$ cat src/rtl/mem_stage_ctrl_pkg.sv
// Shared definitions for the Memory-stage access controller.
// Contents:
//   - default widths and wait timeout
//   - state_t : controller FSM encoding (3 bits)
//   - req_malformed() : decides whether a new request is a protocol error
package mem_stage_ctrl_pkg;

    localparam int ADDR_W_DEFAULT  = 16;
    localparam int DATA_W_DEFAULT  = 16;
    localparam int TIMEOUT_DEFAULT = 15;

    typedef enum logic [2:0] {
        ST_IDLE  = 3'd0,
        ST_ISSUE = 3'd1,
        ST_WAIT  = 3'd2,
        ST_RESP  = 3'd3,
        ST_ERR   = 3'd4
    } state_t;

    // A request is malformed when the address is not word aligned or when
    // it asks for a load and a store at the same time.
    function automatic logic req_malformed(input logic addr_lsb,
                                           input logic rd,
                                           input logic wr);
        return addr_lsb | (rd & wr);
    endfunction

endpackage

$ cat src/rtl/mem_stage_ctrl_wait_counter.sv
// Timeout counter for the WAIT phase of a memory access.
// Ports:
//   clk, rst_n  clock, asynchronous active-low reset
//   clear       synchronous clear (has priority over enable)
//   enable      count one cycle
//   terminal    count has reached LIMIT
// The counter saturates at LIMIT so it can never wrap back to zero.
module mem_stage_ctrl_wait_counter #(
    parameter int LIMIT = 15,
    parameter int CNT_W = $clog2(LIMIT + 1)
) (
    input  logic clk,
    input  logic rst_n,
    input  logic clear,
    input  logic enable,
    output logic terminal
);

    logic [CNT_W-1:0] count;

    assign terminal = (count == CNT_W'(LIMIT));

    always_ff @(posedge clk or negedge rst_n) begin
        if (!rst_n) begin
            count <= '0;
        end else if (clear) begin
            count <= '0;
        end else if (enable && !terminal) begin
            count <= count + 1'b1;
        end
    end

endmodule

$ cat src/rtl/mem_stage_ctrl.sv
// Multi-cycle data-memory front end for the Memory pipeline stage.
// Takes one load or store from the Execute->Memory register, issues it to a
// variable-latency memory, and returns load data to Memory->Writeback.
// Ports:
//   clk, rst_n            clock, asynchronous active-low reset
//   req_addr, req_wdata   access address / store data
//   req_rd, req_wr        load / store request
//   halt                  blocks new requests (in-flight access still finishes)
//   stall                 hold upstream pipe registers this cycle
//   rdata, rdata_valid    load data (held) / one-cycle completion pulse
//   err                   sticky protocol error, cleared only by reset
//   mem_addr, mem_wdata   latched access address / write data to memory
//   mem_rd, mem_wr        one-cycle memory strobes
//   mem_busy              memory cannot take a strobe this cycle
//   mem_done, mem_rdata   one-cycle completion pulse with its read data
//   dbg_state             current controller state
//
// Handshakes: upstream offers a request by holding req_rd/req_wr; it is taken
// in IDLE, and stall tells upstream to hold until the completion cycle
// (rdata_valid), where stall drops and upstream advances. Toward memory, a
// strobe is only raised in a cycle where mem_busy is low, so every strobe is
// accepted by memory the cycle it is seen; mem_done is only honoured in WAIT.
module mem_stage_ctrl
    import mem_stage_ctrl_pkg::*;
#(
    parameter int ADDR_W  = ADDR_W_DEFAULT,
    parameter int DATA_W  = DATA_W_DEFAULT,
    parameter int TIMEOUT = TIMEOUT_DEFAULT
) (
    input  logic              clk,
    input  logic              rst_n,
    input  logic [ADDR_W-1:0] req_addr,
    input  logic [DATA_W-1:0] req_wdata,
    input  logic              req_rd,
    input  logic              req_wr,
    input  logic              halt,
    output logic              stall,
    output logic [DATA_W-1:0] rdata,
    output logic              rdata_valid,
    output logic              err,
    output logic [ADDR_W-1:0] mem_addr,
    output logic [DATA_W-1:0] mem_wdata,
    output logic              mem_rd,
    output logic              mem_wr,
    input  logic              mem_busy,
    input  logic              mem_done,
    input  logic [DATA_W-1:0] mem_rdata,
    output state_t            dbg_state
);

    state_t            state;
    state_t            state_nxt;
    logic              new_req;
    logic              bad_req;
    logic [ADDR_W-1:0] addr_q;
    logic [DATA_W-1:0] wdata_q;
    logic [DATA_W-1:0] rdata_q;
    logic              op_rd_q;
    logic              cnt_clear;
    logic              cnt_en;
    logic              cnt_tc;

    assign new_req = (req_rd | req_wr) & ~halt;
    assign bad_req = req_malformed(req_addr[0], req_rd, req_wr);

    mem_stage_ctrl_wait_counter #(
        .LIMIT (TIMEOUT)
    ) u_wait_counter (
        .clk      (clk),
        .rst_n    (rst_n),
        .clear    (cnt_clear),
        .enable   (cnt_en),
        .terminal (cnt_tc)
    );

    // State register
    always_ff @(posedge clk or negedge rst_n) begin
        if (!rst_n) begin
            state <= ST_IDLE;
        end else begin
            state <= state_nxt;
        end
    end

    // Next-state logic
    always_comb begin
        state_nxt = state;
        case (state)
            ST_IDLE: begin
                if (new_req) begin
                    state_nxt = bad_req ? ST_ERR : ST_ISSUE;
                end
            end
            ST_ISSUE: begin
                if (!mem_busy) begin
                    state_nxt = ST_WAIT;
                end
            end
            ST_WAIT: begin
                // A completion arriving on the last allowed cycle still counts.
                if (mem_done) begin
                    state_nxt = ST_RESP;
                end else if (cnt_tc) begin
                    state_nxt = ST_ERR;
                end
            end
            ST_RESP: state_nxt = ST_IDLE;
            ST_ERR:  state_nxt = ST_ERR;
            default: state_nxt = ST_IDLE;
        endcase
    end

    // Output logic
    always_comb begin
        stall       = 1'b0;
        rdata_valid = 1'b0;
        err         = 1'b0;
        mem_rd      = 1'b0;
        mem_wr      = 1'b0;
        cnt_clear   = 1'b0;
        cnt_en      = 1'b0;
        case (state)
            ST_IDLE: stall = new_req;
            ST_ISSUE: begin
                stall = 1'b1;
                if (!mem_busy) begin
                    mem_rd    = op_rd_q;
                    mem_wr    = ~op_rd_q;
                    cnt_clear = 1'b1;
                end
            end
            ST_WAIT: begin
                stall  = 1'b1;
                cnt_en = 1'b1;
            end
            ST_RESP: rdata_valid = 1'b1;
            ST_ERR:  err = 1'b1;
            default: ;
        endcase
    end

    // Request latch and load-data capture
    always_ff @(posedge clk or negedge rst_n) begin
        if (!rst_n) begin
            addr_q  <= '0;
            wdata_q <= '0;
            op_rd_q <= 1'b0;
            rdata_q <= '0;
        end else begin
            if (state == ST_IDLE && new_req && !bad_req) begin
                addr_q  <= req_addr;
                wdata_q <= req_wdata;
                op_rd_q <= req_rd;
            end
            if (state == ST_WAIT && mem_done && op_rd_q) begin
                rdata_q <= mem_rdata;
            end
        end
    end

    assign rdata     = rdata_q;
    assign mem_addr  = addr_q;
    assign mem_wdata = wdata_q;
    assign dbg_state = state;

endmodule

$ cat config.mk
export PLATFORM = sky130hd
export DESIGN_NAME = mem_stage_ctrl
export DESIGN_NICKNAME = d
export VERILOG_FILES = /design/src/rtl/mem_stage_ctrl_pkg.sv /design/src/rtl/mem_stage_ctrl_wait_counter.sv /design/src/rtl/mem_stage_ctrl.sv
export SDC_FILE = /design/constraint.sdc
export NUM_CORES = 1
export LEC_CHECK = 0
export ABC_AREA = 1
export BUFFER_PORTS_ARGS = -buffer_cell sky130_fd_sc_hd__buf_2
export CORE_MARGIN = 8
export CORE_UTILIZATION = 30
export CTS_BUF_LIST = sky130_fd_sc_hd__clkbuf_8
export DETAILED_ROUTE_END_ITERATION = 8
export SLEW_MARGIN = 0
export SYNTH_ARGS = -nofsm -noshare
export SYNTH_HDL_FRONTEND = slang
export SYNTH_SLANG_ARGS = --single-unit
$ cat constraint.sdc
create_clock -name clk -period 1.4 [get_ports clk]
set_input_delay 0.28 -clock clk [delete_from_list [all_inputs] [get_ports clk]]
set_output_delay 0.28 -clock clk [all_outputs]
set_load 0.01 [all_outputs]
==> metrics.md <==
| Metric | Value |
|---|---|
| Hold Fails Final Rpt | 0 |
| CP dominant cell by count | buf_4 |
| Synthesis Warnings | 0 |
| Total Routed Length | 6.983 mm |
| Core ar. | 0.007727 mm2 |
| PwrDens | 1930 mW/mm2 |
| Critical path capture point type | primary output |
| Routed vias/inst | 4.396 |
| Net count, final | 466 |
| Setup crit start kind | flop |
| CTS Root Cell | clkbuf_8 |
| Critical path fanouts, max | 4 |
| Fin crit share | 116.3% |
| Most Crowded Layer GR | met2 |
| Worst-margin pin slew | 0.4412 ns |
| IO Port Bufs | 110 |
| Ranking of synthesized cells by area | dfrtp_1, nand2_1, nand3_1 |
| Total die area | 0.01110 mm2 |
| Sw frac | 38.57% |
| Clock Power Share | 15.5% |
| Post-Synthesis Cells | 278 |
| Area leader, netlist | dfrtp_1 |
| Share of cells above drive strength 1 | 39.17% |
| Layout area overhead | 42.30% |
| Starting Density | 31.01% |
| Minimum clock period | 1.628 ns |
| Clk buf depth | 2 |
| Power share of the combinational group | 41.8% |
| Die X | 105.4 um |
| Synthesized area | 0.002396 mm2 |
| Synth top area share | 58.49% |
| Arr. time, crit path | 1.35 ns |
| Initial antenna violation count | 0 |
| Num CTS Buffers | 5 |
| Drt drc | 0 |
| Slew Limit Fails | 0 |
| #FFs+latches synth | 56 |
| H-Tree Depth | 2 |
| Status | finished, violations left |
| Global routing usage on met2 | 19.74% |
| Worst path cell trace | buf_4, buf_4, nand3_4, nand3b_1, buf_2 |
| Seq/Total Area, Yosys | 58.49% |
| Final setup margin | -0.2281 ns |
| TritonRoute pass-1 iters | 4 |
| Cell-internal power | 4.043 mW |
| Number of global-route vias before repair | 2357 |
| # diodes | 0 |
| Net Count, Synth | 334 |
| DR iter-0 viols | 74 |
| GP Congestion | 0.7789 |
| Worst-Skew Late Latency | 0.30 ns |
| Largest net degree at the start of global routing | 34 |
| Maximum VDD drop | 0.6828 mV |
| FILL cells | 801 |
| Critical path type | reg -> out |
| CP max-delay cell | dfrtp_2 |
| RSZ-0062 raised after global routing | yes |
| Num Clock Sinks | 56 |
| F_max | 0.6142 GHz |
| Required @ worst endpoint | 1.12 ns |
| All-Layer GR Usage | 12.11% |
| Row count | 32 |
| EDFF count, synth | 0 |
| Leakage | 2.018 nW |
| Reg area | 0.001404 mm2 |
| Congestion Overflow GR | 0 |
| Max stage delay on crit path | 0.46 ns |
| Max cap viols | 0 |
| I/O Pins | 111 |
| Antenna Nets Post-Route | 0 |
| Vias | 2255 |
| Multi-input logic area | 932.1 um2 |
| Reg power frac | 42.7% |
| Failing checks | negative setup slack |
| R2R Setup Slk | -0.08 ns |
| Main synth FF type | dfrtp_1 |
| Die Span Y | 105.4 um |
| Met1 Resource Use GR | 14.54% |
| Met3 Track Usage GR | 5.055% |
| Finished Cell Area | 0.003410 mm2 |
| Clock skew | 0.007684 ns |
| Min-Delay Path Class | in -> reg |
| Fraction of registers with async set/reset | 100.0% |
| Pwr Total | 6.582 mW |
| Final HPWL DP | 5.069 mm |
| First-pass GRT wire length | 11.33 mm |
| Mean area per synthesized cell | 8.619 um2 |
| Endpoints failing setup | 23 |
| Routed len/inst | 13.61 um |
| Synth unique cells | 22 |
| P_sw | 2.539 mW |
| Clk slew on worst S/H paths | 0.10 ns |
| CTS tree | done |
| Slew headroom | 70.59% |
| Dpl cell area | 0.003089 mm2 |
synth_stat cells, types with 2 or more instances:
cell     count
dfrtp_1     56
nor2_4       2
nand2_1    145
buf_6        4
nand3_1     24
inv_1       11
o21ai_0      3
nor2_1      14
nand2_4      2
buf_2        5
critical path, delay by kind of cell (launching register included):
kind,cells,cell delay (ns)
flip-flops,1,0.46
AND/OR/NAND/NOR,2,0.16
buffers and inverters,3,0.43
layout by cell type, fill, tap and decap left out:
cell type / instances
nor2_1: 13
dlygate4sd3_1: 1
dfrtp_2: 2
buf_8: 1
buf_4: 14
buf_12: 2
buf_2: 110
nor2_8: 1
buf_6: 5
inv_1: 9
nand2_8: 1
nand2_4: 2
nand3_1: 23
clkinv_2: 1
o21bai_1: 1
o21ai_1: 1
nand3_4: 2
nand2_2: 5
nor2_4: 4
dfrtp_1: 54
nor3_1: 1
o21ai_0: 2
clkinv_8: 1
inv_2: 4
xor2_1: 1
ha_1: 1
nand2_1: 141
xnor2_1: 1
bufinv_16: 1
nand3b_1: 1
clkbuf_8: 5
per-layer routing:
metal / part of all wire, % / wire, um
met2: 47 / 3310
met3: 8.3 / 582
met5: 0 / 0
met4: 0.93 / 65
met1: 43 / 3024
flip-flops by register name, summed over array words and instances, names as in the netlist:
register and flops:
dbg_state 3, rdata 16, mem_addr 16, u_wait_counter.count 4, mem_wdata 16, op_rd_q 1
area by class of cell:
cell class              count  area share [%]
flip-flops and latches     56           41.17
repair buffers            133           22.79
multi-input cells         201           27.34
clock buffers               5           2.018
inverters                  13           1.798
well taps                 102           3.743
clock inverters             3           1.138
power groups by stage:
stage / clock network [mW] / logic, mW / registers, mW
after floorplan: 0 / 1.06 / 3.06
after global placement: 0 / 2.46 / 2.77
after detailed placement: 0 / 2.51 / 2.79
after CTS: 1.06 / 2.64 / 2.78
after global routing: 1.14 / 3.06 / 2.90
final: 1.02 / 2.75 / 2.81
through the flow:
| stage | setup WS, ns | TNS [ns] | instances | hold slack, ns | util [%] |
|---|---|---|---|---|---|
| floorplan | 0.08906 | 0 | 278 | -0.01559 | - |
| global placement | 0.05144 | 0 | 489 | 0.2011 | 39.98 |
| detailed placement | 0.02914 | 0 | 489 | 0.1987 | 39.98 |
| CTS | -0.2319 | -2.658 | 504 | 0.1535 | 42.45 |
| global route | -0.2787 | -3.518 | 513 | 0.1407 | 44.12 |
| finish | -0.2281 | -1.765 | 513 | 0.1618 | 44.12 |
logic make-up after synthesis:
family / after synthesis / share of synthesized area (%)
flip-flops: 56 / 58.49
buffers and inverters: 23 / 5.483
adder cells (fa/ha/maj): 1 / 0.5221
XOR/XNOR: 2 / 0.7312
AND/OR/NAND/NOR: 192 / 33.84
AO/OA/AOI/OAI: 4 / 0.9399
final timing paths:
| kind | startpoint | endpoint | cells after the start |
|---|---|---|---|
| max in group asynchronous | rst_n | mem_addr[6]$_DFFE_PN0P_ | 3 |
| hold reg to reg | rdata[5]$_DFFE_PN0P_ | rdata[5]$_DFFE_PN0P_ | 2 |
| setup / recovery | dbg_state[1]$_DFFE_PN0P_ | stall | 5 |
| setup reg to reg | dbg_state[1]$_DFFE_PN0P_ | rdata[9]$_DFFE_PN0P_ | 8 |
| hold / removal | req_addr[3] | mem_addr[3]$_DFFE_PN0P_ | 3 |
| min in group asynchronous | rst_n | rdata[8]$_DFFE_PN0P_ | 2 |
repair_timing:
action,4_1_cts,5_1_grt
hold buffers,1,0
buffers inserted,6,6
endpoints found under the setup margin,5,27
resized for setup,9,17
gates cloned,0,3
pin swaps,4,6
endpoints found under the hold margin,10,0
No activity file was read; power rests on OpenSTA's default activity.
